<file path="src/rtl/cache_control_pkg.sv">
// rtl/cache_control_pkg.sv - shared state encoding and widths for the cache controller
package lc3b_types;

  typedef enum logic [1:0] {
    IDLE      = 2'd0,
    WRITEBACK = 2'd1,
    ALLOCATE  = 2'd2
  } lc3b_cache_state;

  localparam int CNT_W = 16;

endpackage

</file>
<file path="src/rtl/cache_control_perf_counter.sv">
// rtl/cache_control_perf_counter.sv - wrapping hit/miss event counters for the cache controller
module cache_perf_counter
  import lc3b_types::*;
(
  input  logic             clk,
  input  logic             reset,
  input  logic             i_hit,
  input  logic             i_miss,
  output logic [CNT_W-1:0] o_hit_count,
  output logic [CNT_W-1:0] o_miss_count
);

  logic [CNT_W-1:0] r_hit_count;
  logic [CNT_W-1:0] r_miss_count;

  always_ff @(posedge clk or posedge reset) begin
    if (reset) begin
      r_hit_count  <= '0;
      r_miss_count <= '0;
    end else begin
      if (i_hit)  r_hit_count  <= r_hit_count + 1'b1;
      if (i_miss) r_miss_count <= r_miss_count + 1'b1;
    end
  end

  assign o_hit_count  = r_hit_count;
  assign o_miss_count = r_miss_count;

endmodule

</file>
<file path="src/rtl/cache_control.sv">
// rtl/cache_control.sv - two-way write-back cache FSM (IDLE/WRITEBACK/ALLOCATE)
// Optional hit/miss counters are enabled with the CACHE_PERF_CNT_EN macro.
module cache_control
  import lc3b_types::*;
(
  input  logic             clk,
  input  logic             reset,
  input  logic             mem_read,
  input  logic             mem_write,
  output logic             mem_resp,
  input  logic             hit0,
  input  logic             hit1,
  input  logic             dirty0,
  input  logic             dirty1,
  input  logic             lru,
  output logic             load0,
  output logic             load1,
  output logic             load_data_valid_dirty,
  output logic             load_tag,
  output logic             load_lru,
  output logic             lru_in,
  output logic             dirty_in,
  output logic             data_in_sel,
  output logic             pmem_addr_sel,
  output logic             pmem_read,
  output logic             pmem_write,
`ifdef CACHE_PERF_CNT_EN
  output logic [CNT_W-1:0] hit_count,
  output logic [CNT_W-1:0] miss_count,
`endif
  input  logic             pmem_resp
);

  lc3b_cache_state r_state;
  lc3b_cache_state w_next;
  logic            r_victim;
  logic            w_req;
  logic            w_hit;
  logic            w_miss_evt;
  logic            w_hit_evt;

  assign w_req = mem_read | mem_write;
  assign w_hit = hit0 | hit1;

  always_ff @(posedge clk or posedge reset) begin
    if (reset) begin
      r_state  <= IDLE;
      r_victim <= 1'b0;
    end else begin
      r_state <= w_next;
      // Victim is frozen at miss time so lru churn mid-miss cannot redirect the fill.
      if (w_miss_evt) r_victim <= lru;
    end
  end

  always_comb begin
    w_next                = r_state;
    w_hit_evt             = 1'b0;
    w_miss_evt            = 1'b0;
    mem_resp              = 1'b0;
    load0                 = 1'b0;
    load1                 = 1'b0;
    load_data_valid_dirty = 1'b0;
    load_tag              = 1'b0;
    load_lru              = 1'b0;
    lru_in                = 1'b0;
    dirty_in              = 1'b0;
    data_in_sel           = 1'b0;
    pmem_addr_sel         = 1'b0;
    pmem_read             = 1'b0;
    pmem_write            = 1'b0;
    if (!reset) begin
      unique case (r_state)
        IDLE: begin
          if (w_req && w_hit) begin
            w_hit_evt = 1'b1;
            mem_resp  = 1'b1;
            load_lru  = 1'b1;
            lru_in    = hit0;
            // A simultaneous read and write is serviced as a write.
            if (mem_write) begin
              load0                 = hit0;
              load1                 = hit1 & ~hit0;
              load_data_valid_dirty = 1'b1;
              dirty_in              = 1'b1;
            end
          end else if (w_req) begin
            w_miss_evt = 1'b1;
            w_next     = (lru ? dirty1 : dirty0) ? WRITEBACK : ALLOCATE;
          end
        end
        WRITEBACK: begin
          pmem_write    = 1'b1;
          pmem_addr_sel = 1'b1;
          if (pmem_resp) w_next = ALLOCATE;
        end
        ALLOCATE: begin
          pmem_read = 1'b1;
          if (pmem_resp) begin
            load0                 = ~r_victim;
            load1                 = r_victim;
            load_data_valid_dirty = 1'b1;
            load_tag              = 1'b1;
            data_in_sel           = 1'b1;
            w_next                = IDLE;
          end
        end
        default: w_next = IDLE;
      endcase
    end
  end

`ifdef CACHE_PERF_CNT_EN
  logic r_after_fill;

  // The hit that completes a miss is already accounted for by miss_count.
  always_ff @(posedge clk or posedge reset) begin
    if (reset) r_after_fill <= 1'b0;
    else       r_after_fill <= (r_state == ALLOCATE) && pmem_resp;
  end

  cache_perf_counter u_perf (
    .clk          (clk),
    .reset        (reset),
    .i_hit        (w_hit_evt & ~r_after_fill),
    .i_miss       (w_miss_evt),
    .o_hit_count  (hit_count),
    .o_miss_count (miss_count)
  );
`else
  logic w_unused;
  assign w_unused = w_hit_evt;
`endif

endmodule

</file>
<file path="config.mk">
export PLATFORM = sky130hd
export DESIGN_NAME = cache_control
export DESIGN_NICKNAME = d
export VERILOG_FILES = /design/src/rtl/cache_control_pkg.sv /design/src/rtl/cache_control_perf_counter.sv /design/src/rtl/cache_control.sv
export SDC_FILE = /design/constraint.sdc
export NUM_CORES = 1
export LEC_CHECK = 0
export ABC_AREA = 0
export CAP_MARGIN = 20
export CORE_AREA = 2 2 39 41
export DETAILED_ROUTE_END_ITERATION = 7
export DIE_AREA = 0 0 41 43
export HOLD_SLACK_MARGIN = 0.02
export SYNTH_ARGS = -nofsm -noshare
export SYNTH_HDL_FRONTEND = slang
export SYNTH_SLANG_ARGS = --single-unit
</file>
<file path="constraint.sdc">
create_clock -name clk -period 4.6 [get_ports clk]
set_clock_uncertainty 0.1 [all_clocks]
set_input_delay 0.92 -clock clk [delete_from_list [all_inputs] [get_ports clk]]
set_output_delay 0.92 -clock clk [all_outputs]
set_load 0.01 [all_outputs]
</file>
; ---- After elaboration in Yosys (flattened, before gate mapping)
; Cells that the tools add are included.
[totals]
regBits = 3
latch_bits = 0
mem_bits_rw = 0
rom_bits = 0
inputBits = 10
out_inout_bits = 12
memories = 0
[op_classes]
addsub = 0
n_mul = 0
n_div = 0
order_cmp = 0
n_eq_ne = 6
n_shift = 0
n_mux = 40
n_bitwise = 6
n_reduce_logical = 3
[op_table]
columns = op, count
row1 = 2-to-1 mux 1 bit, 31
row2 = 2-to-1 mux 2 bit, 5
row3 = != test 2 bit (second input constant), 4
row4 = case mux 1 bit (2 select lines), 3
row5 = case mux 2 bit (3 select lines), 1
row6 = AND reduction 5 bit, 1
row7 = NOT 1 bit, 3
row8 = equality test 2 x 1 -> 1 bit (second input constant), 1
row9 = equality test 2 bit (second input constant), 1
row10 = logical NOT 2 bit, 1
row11 = bitwise OR 1 bit, 2
row12 = bitwise AND 1 bit, 1
row13 = logical AND 1 bit, 1

; ---- Depth between registers and ports, before layout
; Gate-level depths: netlist of run 1.
[depth]
depth_word = 6
ltp_mapped = 4
ltp_nobuf = 3

; ---- Least setup slack after synthesis of run 1
; No wires, ideal clock.
[synth_path]
path_type = input port to output port
from = input port mem_write
to = output port load1
arrival_time_ns = 1.661
required_ns = 3.580
slack_ns = 1.919
stages = 3
cell_sequence = nand2b_1 -> or4b_1 -> a21boi_1
[synth_via]
elab_chain_cells = 5
word_cells_on_any_way = 6
cone_classes = mux (4) / bitwise (1) / reduce/logical (1)
[synth_lines]
columns = item, line_no
row1 = start: declaration, cache_control.sv:9  ; input logic mem_write,
row2 = bitwise OR 1 bit, cache_control.sv:42  ; assign w_req = mem_read | mem_write;
row3 = logical AND 1 bit, cache_control.sv:75  ; if (w_req && w_hit) begin
row4 = 2-to-1 mux 1 bit (*), cache_control.sv:75
row5 = case mux 1 bit (2 select lines) (*), cache_control.sv:73  ; unique case (r_state)
row6 = 2-to-1 mux 1 bit (*), cache_control.sv:72  ; if (!reset) begin
row7 = end: declaration, cache_control.sv:17  ; output logic load1,
; Every way passes the cells marked *; elsewhere a longest branch is shown, timed or not.

; ---- Final worst setup path of run 1
; Same ends and word-level chain as after synthesis.

==> qor.txt, run 1 <==
CP endpoint kind = output port
sequential-to-total area share from yosys stat = 24.8%
area leader, netlist = dfrtp_1
WP data required = 3.58 ns
TritonCTS Buffers = 3
ys flop type = dfrtp_1
largest net degree at the start of global routing = 13
Die Ht = 43 um
first-pass GRT wire length = 1210 um
power share of the combinational group = 40.2%
# setup viols final = 0
met2 routed WL = 336 um
Fmax = 0.270 GHz
Fin Hold WS = 0.451 ns
fin crit share = 80.6%
Max-cap violations = 0
Avg WL per Cell = 9.68 um
Starting Density = 21.9%
die width = 41 um
DRC viols = 0
antenna fix cells = 0
Place WS = 0.884 ns
Synth-to-Final Area Change = 76.0%
Sink Count = 3
TNS Setup = 0 ns
die area = 1760 um2
EDFF count, synth = 0
Min Clock Period, post-route = 3.71 ns
Setup WS post-layout = 0.893 ns
worst hold path class = flip-flop to flip-flop
total track usage = 10.4%
CTS clk-pin slew, worst paths = 0.03 ns
net count after synthesis = 51
Clk network pwr share = 31.1%
Port Buf Inserts = 21
DR WL met3 = 54 um
initial antenna violation count = 0
drt pass-1 iters = 3
async set-reset flop share out of synthesis = 100%
Max H-tree Level = 1
crit-path max FO = 4
synthesized area per cell = 7.39 um2
WL final = 755 um
M1 WL = 364 um
Routed Antenna Nets = 0
Arr. time, crit path = 2.69 ns
Slew @ Worst Pin = 0.330 ns
RSZ-0062 raised after global routing = false
vias in the first global route = 304
Slew HR = 77.9%
CTS resizes = 0
top sig layer = met3
Distinct cells, synth = 22
# nets final = 73
row count = 14
net load switching power = 46.7 uW
Startpoint Class = input port
postcts setup bufs = 0
CP Class = input port to output port
Sequential Power Share = 28.8%
Vias/cell = 4.38
clk_lat worst skew = 0.23 ns
IO Pins = 22
P_int = 101 uW
Leak = 0.211 nW
Sw Share = 31.6%
worst vdd ir = 133 uV
Syn Inst Count = 41
Yosys top cell area share = 24.8%
mapped cell area = 303 um2
result of the run = finished, final reports clean
PD cells = 277 nW/um2
R2R Setup Slk = 3.18 ns
Vias = 342
Hold-fix buffers, CTS = 0
Clock Path Buffers = 2
fraction of layout cells with a size suffix above 1 = 8.06%
Root Buffer Master = clkbuf_4
area of the core = 1380 um2
DR iter-0 viols = 4
CTS tree = yes
synth top area cells = dfrtp_1, o21ai_0, buf_4, mux2_2, nor2_1
GP Congestion = 0.627
total of warnings raised by yosys = 0
flops & latches, synth = 3
total grt overflow = 0
Slew Viols, Final = 0
endpoints failing hold = 0
## layer usage
metal / global-route usage, % / vias to the layer above
met3: 4.71 / 0
met4: 6.00 / 0
met2: 12.8 / 14
met5: 0 / -
li1: - / 185
met1: 14.3 / 143
## final cells by class
class                   count  area, um2
multi-input cells          31        190
well taps                  16       20.0
fillers                   153        851
clock buffers               4       26.3
repair buffers             21        210
flip-flops and latches      3       75.1
inverters                   3       11.3
## placed cells by master, fill, tap and decap left out
cell and n:
clkdlybuf4s50_1 21, nor2_1 6, o21ai_0 5, inv_1 3
clkbuf_4 3, dfrtp_1 3, nor3_1 2, o211ai_1 2
mux2_2 2, nand2_1 2, mux2i_1 1, nor3b_1 1
and2_1 1, nand2b_1 1, nor4_1 1, and3_1 1
nor2b_1 1, a21boi_0 1, nand3_1 1, or4b_1 1
a21boi_1 1, a32oi_1 1, clkbuf_1 1
## metrics by stage
step | instances | area (um2) | util, % | total power, mW
finish | 78 | 533 | 38.5 | 0.148
global route | 78 | 533 | 38.5 | 0.160
CTS | 78 | 533 | 38.5 | 0.150
detailed placement | 74 | 507 | 36.6 | 0.103
global placement | 74 | 507 | 36.6 | 0.102
floorplan | 41 | 303 | - | 0.0719
## critical path: stages
cell and delay (ns):
clkdlybuf4s50_1 0.51, nand2b_1 0.08, or4b_1 0.46, a21boi_1 0.16, clkdlybuf4s50_1 0.55
## synth_stat cells, drive strengths merged, types with 2 or more instances
cell type	number
buf	3
o211ai	2
nand2	2
o21ai	5
a21boi	2
inv	3
nor2	6
nor3	2
mux2	2
dfrtp	3
## flip-flops by register name, indices dropped and copies added, names as in the netlist
name and count:
r_victim 1, r_state 2
## final timing paths
| path | startpoint | endpoint | depth (start not counted) |
|---|---|---|---|
| max in group asynchronous | reset | r_victim | 2 |
| min reg2reg | r_victim | r_victim | 1 |
| min in group asynchronous | reset | r_state[0] | 2 |
| max reg2reg | r_state[1] | r_victim | 3 |
| min | r_victim | r_victim | 1 |
| max | mem_write | load1 | 5 |
## cells by family after synthesis
kind of cell,after synthesis,synth area share (%)
buffers and inverters,7,12.4
flip-flops,3,24.8
multiplexers,3,10.7
AO/OA/AOI/OAI,10,21.1
AND/OR/NAND/NOR,18,31.0
## power by group through the flow
stage	Sequential [mW]	Clock, mW	Combinational (mW)
detailed placement	0.0426	0	0.0600
floorplan	0.0371	0	0.0349
finish	0.0425	0.0459	0.0593
global placement	0.0424	0	0.0600
global route	0.0441	0.0498	0.0658
CTS	0.0422	0.0480	0.0601
Note: power is estimated with default switching activity, not from simulation.
==> inputs of run 2 (changes only) <==
==> constraint.sdc (replaced) <==
create_clock -name clk -period 3.84 [get_ports clk]
set_clock_uncertainty 0.1 [all_clocks]
set_input_delay 0.768 -clock clk [delete_from_list [all_inputs] [get_ports clk]]
set_output_delay 0.768 -clock clk [all_outputs]
set_load 0.01 [all_outputs]
==> results of run 2 <==
Same layout as run 1 (identical final DEF). Status: finished, final reports clean.
Among the figures that moved: setup slack after placement 0.884 ns -> 0.428 ns; setup slack after layout 0.893 ns -> 0.437 ns; register-to-register setup slack 3.18 ns -> 2.42 ns; total power 0.148 mW -> 0.177 mW; worst IR drop on VDD 133 uV -> 159 uV
==> inputs of run 3 (changes only) <==
--- a/config.mk
+++ b/config.mk
@@ -11,6 +11,7 @@
 export DETAILED_ROUTE_END_ITERATION = 7
 export DIE_AREA = 0 0 41 43
 export HOLD_SLACK_MARGIN = 0.02
+export PLACE_DENSITY = 0.53
 export SYNTH_ARGS = -nofsm -noshare
 export SYNTH_HDL_FRONTEND = slang
 export SYNTH_SLANG_ARGS = --single-unit
==> qor.txt, run 3 (same netlist as run 1, synthesis figures left out) <==
result of the run = finished, final reports clean (unchanged)
largest registers = r_state: 2 flops, r_victim: 1 flops (unchanged)
fin area = 533 um2 (unchanged)
# setup viols final = 0 (unchanged)
crit-path most repeated cell = clkdlybuf4s50_1 (unchanged)
Starting Density = 21.9% (unchanged)
Leak = 0.211 nW (unchanged)
CP endpoint kind = output port (unchanged)
Root Buffer Master = clkbuf_4 (unchanged)
Place WS = 0.424 ns (was 0.428 ns)
fillers = 150 (was 153)
die width = 41 um (unchanged)
drt pass-1 iters = 2 (was 3)
Max-cap violations = 0 (unchanged)
vias in the first global route = 286 (was 304)
endpoints failing hold = 0 (unchanged)
TritonCTS Buffers = 3 (unchanged)
HPWL after detailed placement = 632 um
Fmax = 0.293 GHz (was 0.294 GHz)
IO Pins = 22 (unchanged)
Routed Antenna Nets = 0 (unchanged)
CTS resizes = 0 (unchanged)
Die Ht = 43 um (unchanged)
Clock Path Buffers = 2 (unchanged)
row count = 14 (unchanged)
Max H-tree Level = 1 (unchanged)
Arr. time, crit path = 2.54 ns (was 2.53 ns)
Storage cell area = 75.1 um2 (unchanged)
Final Non-Filler Cells = 78 (unchanged)
Min Clock Period, post-route = 3.41 ns (was 3.40 ns)
first-pass GRT wire length = 1210 um (about the same)
CP bufs+invs = 2 (unchanged)
Area after DPL = 507 um2 (unchanged)
worst path cell trace = clkdlybuf4s50_1 > nand2b_1 > or4b_1 > a21boi_1 > clkdlybuf4s50_1 (unchanged)
area of the core = 1380 um2 (unchanged)
Hold-fix buffers, CTS = 0 (unchanged)
Startpoint Class = input port (unchanged)
Sink Count = 3 (unchanged)
total grt overflow = 0 (unchanged)
antenna fix cells = 0 (unchanged)
Reg with most FFs = r_state (unchanged)
commonest non-fill, non-tap cell in the layout = clkdlybuf4s50_1 (unchanged)
Slew HR = 78.1% (was 77.9%)
Critical Path Max Stage Delay = 0.54 ns (was 0.55 ns)
Avg WL per Cell = 9.99 um (was 9.68 um)
Slew Viols, Final = 0 (unchanged)
final core occ = 38.5% (unchanged)
postcts setup bufs = 0 (unchanged)
largest net degree at the start of global routing = 13 (unchanged)
CP Class = input port to output port (unchanged)
Vias = 357 (was 342)
Synth-to-Final Area Change = 76.0% (unchanged)
worst vdd ir = 176 uV (was 159 uV)
DRC viols = 0 (unchanged)
fin crit share = 88.8% (was 88.6%)
WP data required = 2.97 ns (about the same)
DR iter-0 viols = 2 (was 4)
die area = 1760 um2 (unchanged)
clk_lat worst skew = 0.23 ns (about the same)
max reg flops = 2 (unchanged)
CTS tree = yes (unchanged)
Setup WS post-layout = 0.430 ns (was 0.437 ns)
multi-input logic area = 190 um2 (unchanged)
# nets final = 73 (unchanged)
CTS clk-pin slew, worst paths = 0.03 ns (about the same)
RSZ-0062 raised after global routing = false (unchanged)
worst hold path class = flip-flop to flip-flop (unchanged)
crit-path max FO = 4 (unchanged)
total track usage = 10.7% (was 10.4%)
Slowest-stage cell, CP = clkdlybuf4s50_1 (unchanged)
placed cell count = 74 (unchanged)
Slew @ Worst Pin = 0.328 ns (was 0.330 ns)
GP Congestion = 0.673 (was 0.627)
total power = 177 uW (about the same)
fraction of layout cells with a size suffix above 1 = 8.06% (unchanged)
CP delay by family, top = buffers and inverters (unchanged)
WL final = 779 um (was 755 um)
initial antenna violation count = 0 (unchanged)
PD cells = 332 nW/um2 (about the same)
Fin Hold WS = 0.462 ns (was 0.451 ns)
TNS Setup = 0 ns (unchanged)
commonest cells after routing, fill and taps aside = clkdlybuf4s50_1, nor2_1, o21ai_0 (unchanged)
Vias/cell = 4.58 (was 4.38)
Port Buf Inserts = 21 (unchanged)
-- run 3: cell counts in the layout (fill, tap and decap cells not counted) --
Identical to the previous run, type by type.
-- run 3: final cells by class --
cell class	count	share of cell area, %
repair buffers	21	39.4
multi-input cells	31	35.7
flip-flops and latches	3	14.1
clock buffers	4	4.93
well taps	16	3.76
inverters	3	2.11
-- run 3: worst paths after layout --
check	start	endpoint	slack (ns)	cells after the start
min in group asynchronous	reset	r_state[1]	0.79	2
setup / recovery	mem_write	load1	0.43	5
hold / removal	r_victim	r_victim	0.46	1
setup reg to reg	r_state[1]	r_victim	2.41	3
hold reg to reg	r_victim	r_victim	0.46	1
max in group asynchronous	reset	r_state[0]	2.71	2
-- run 3: report_power, final --
part	total [mW]	switching (mW)	internal, mW
Combinational	0.0711	0.0283	0.0427
Clock	0.0547	0.0158	0.0389
Sequential	0.0515	0.0121	0.0393
-- run 3: metal layers --
| metal | wire [um] | GRT usage, % |
|---|---|---|
| met1 | 332 | 13.6 |
| met2 | 382 | 13.4 |
| met3 | 46 | 4.71 |
| met4 | 17 | 8.00 |
| met5 | 0 | 0 |
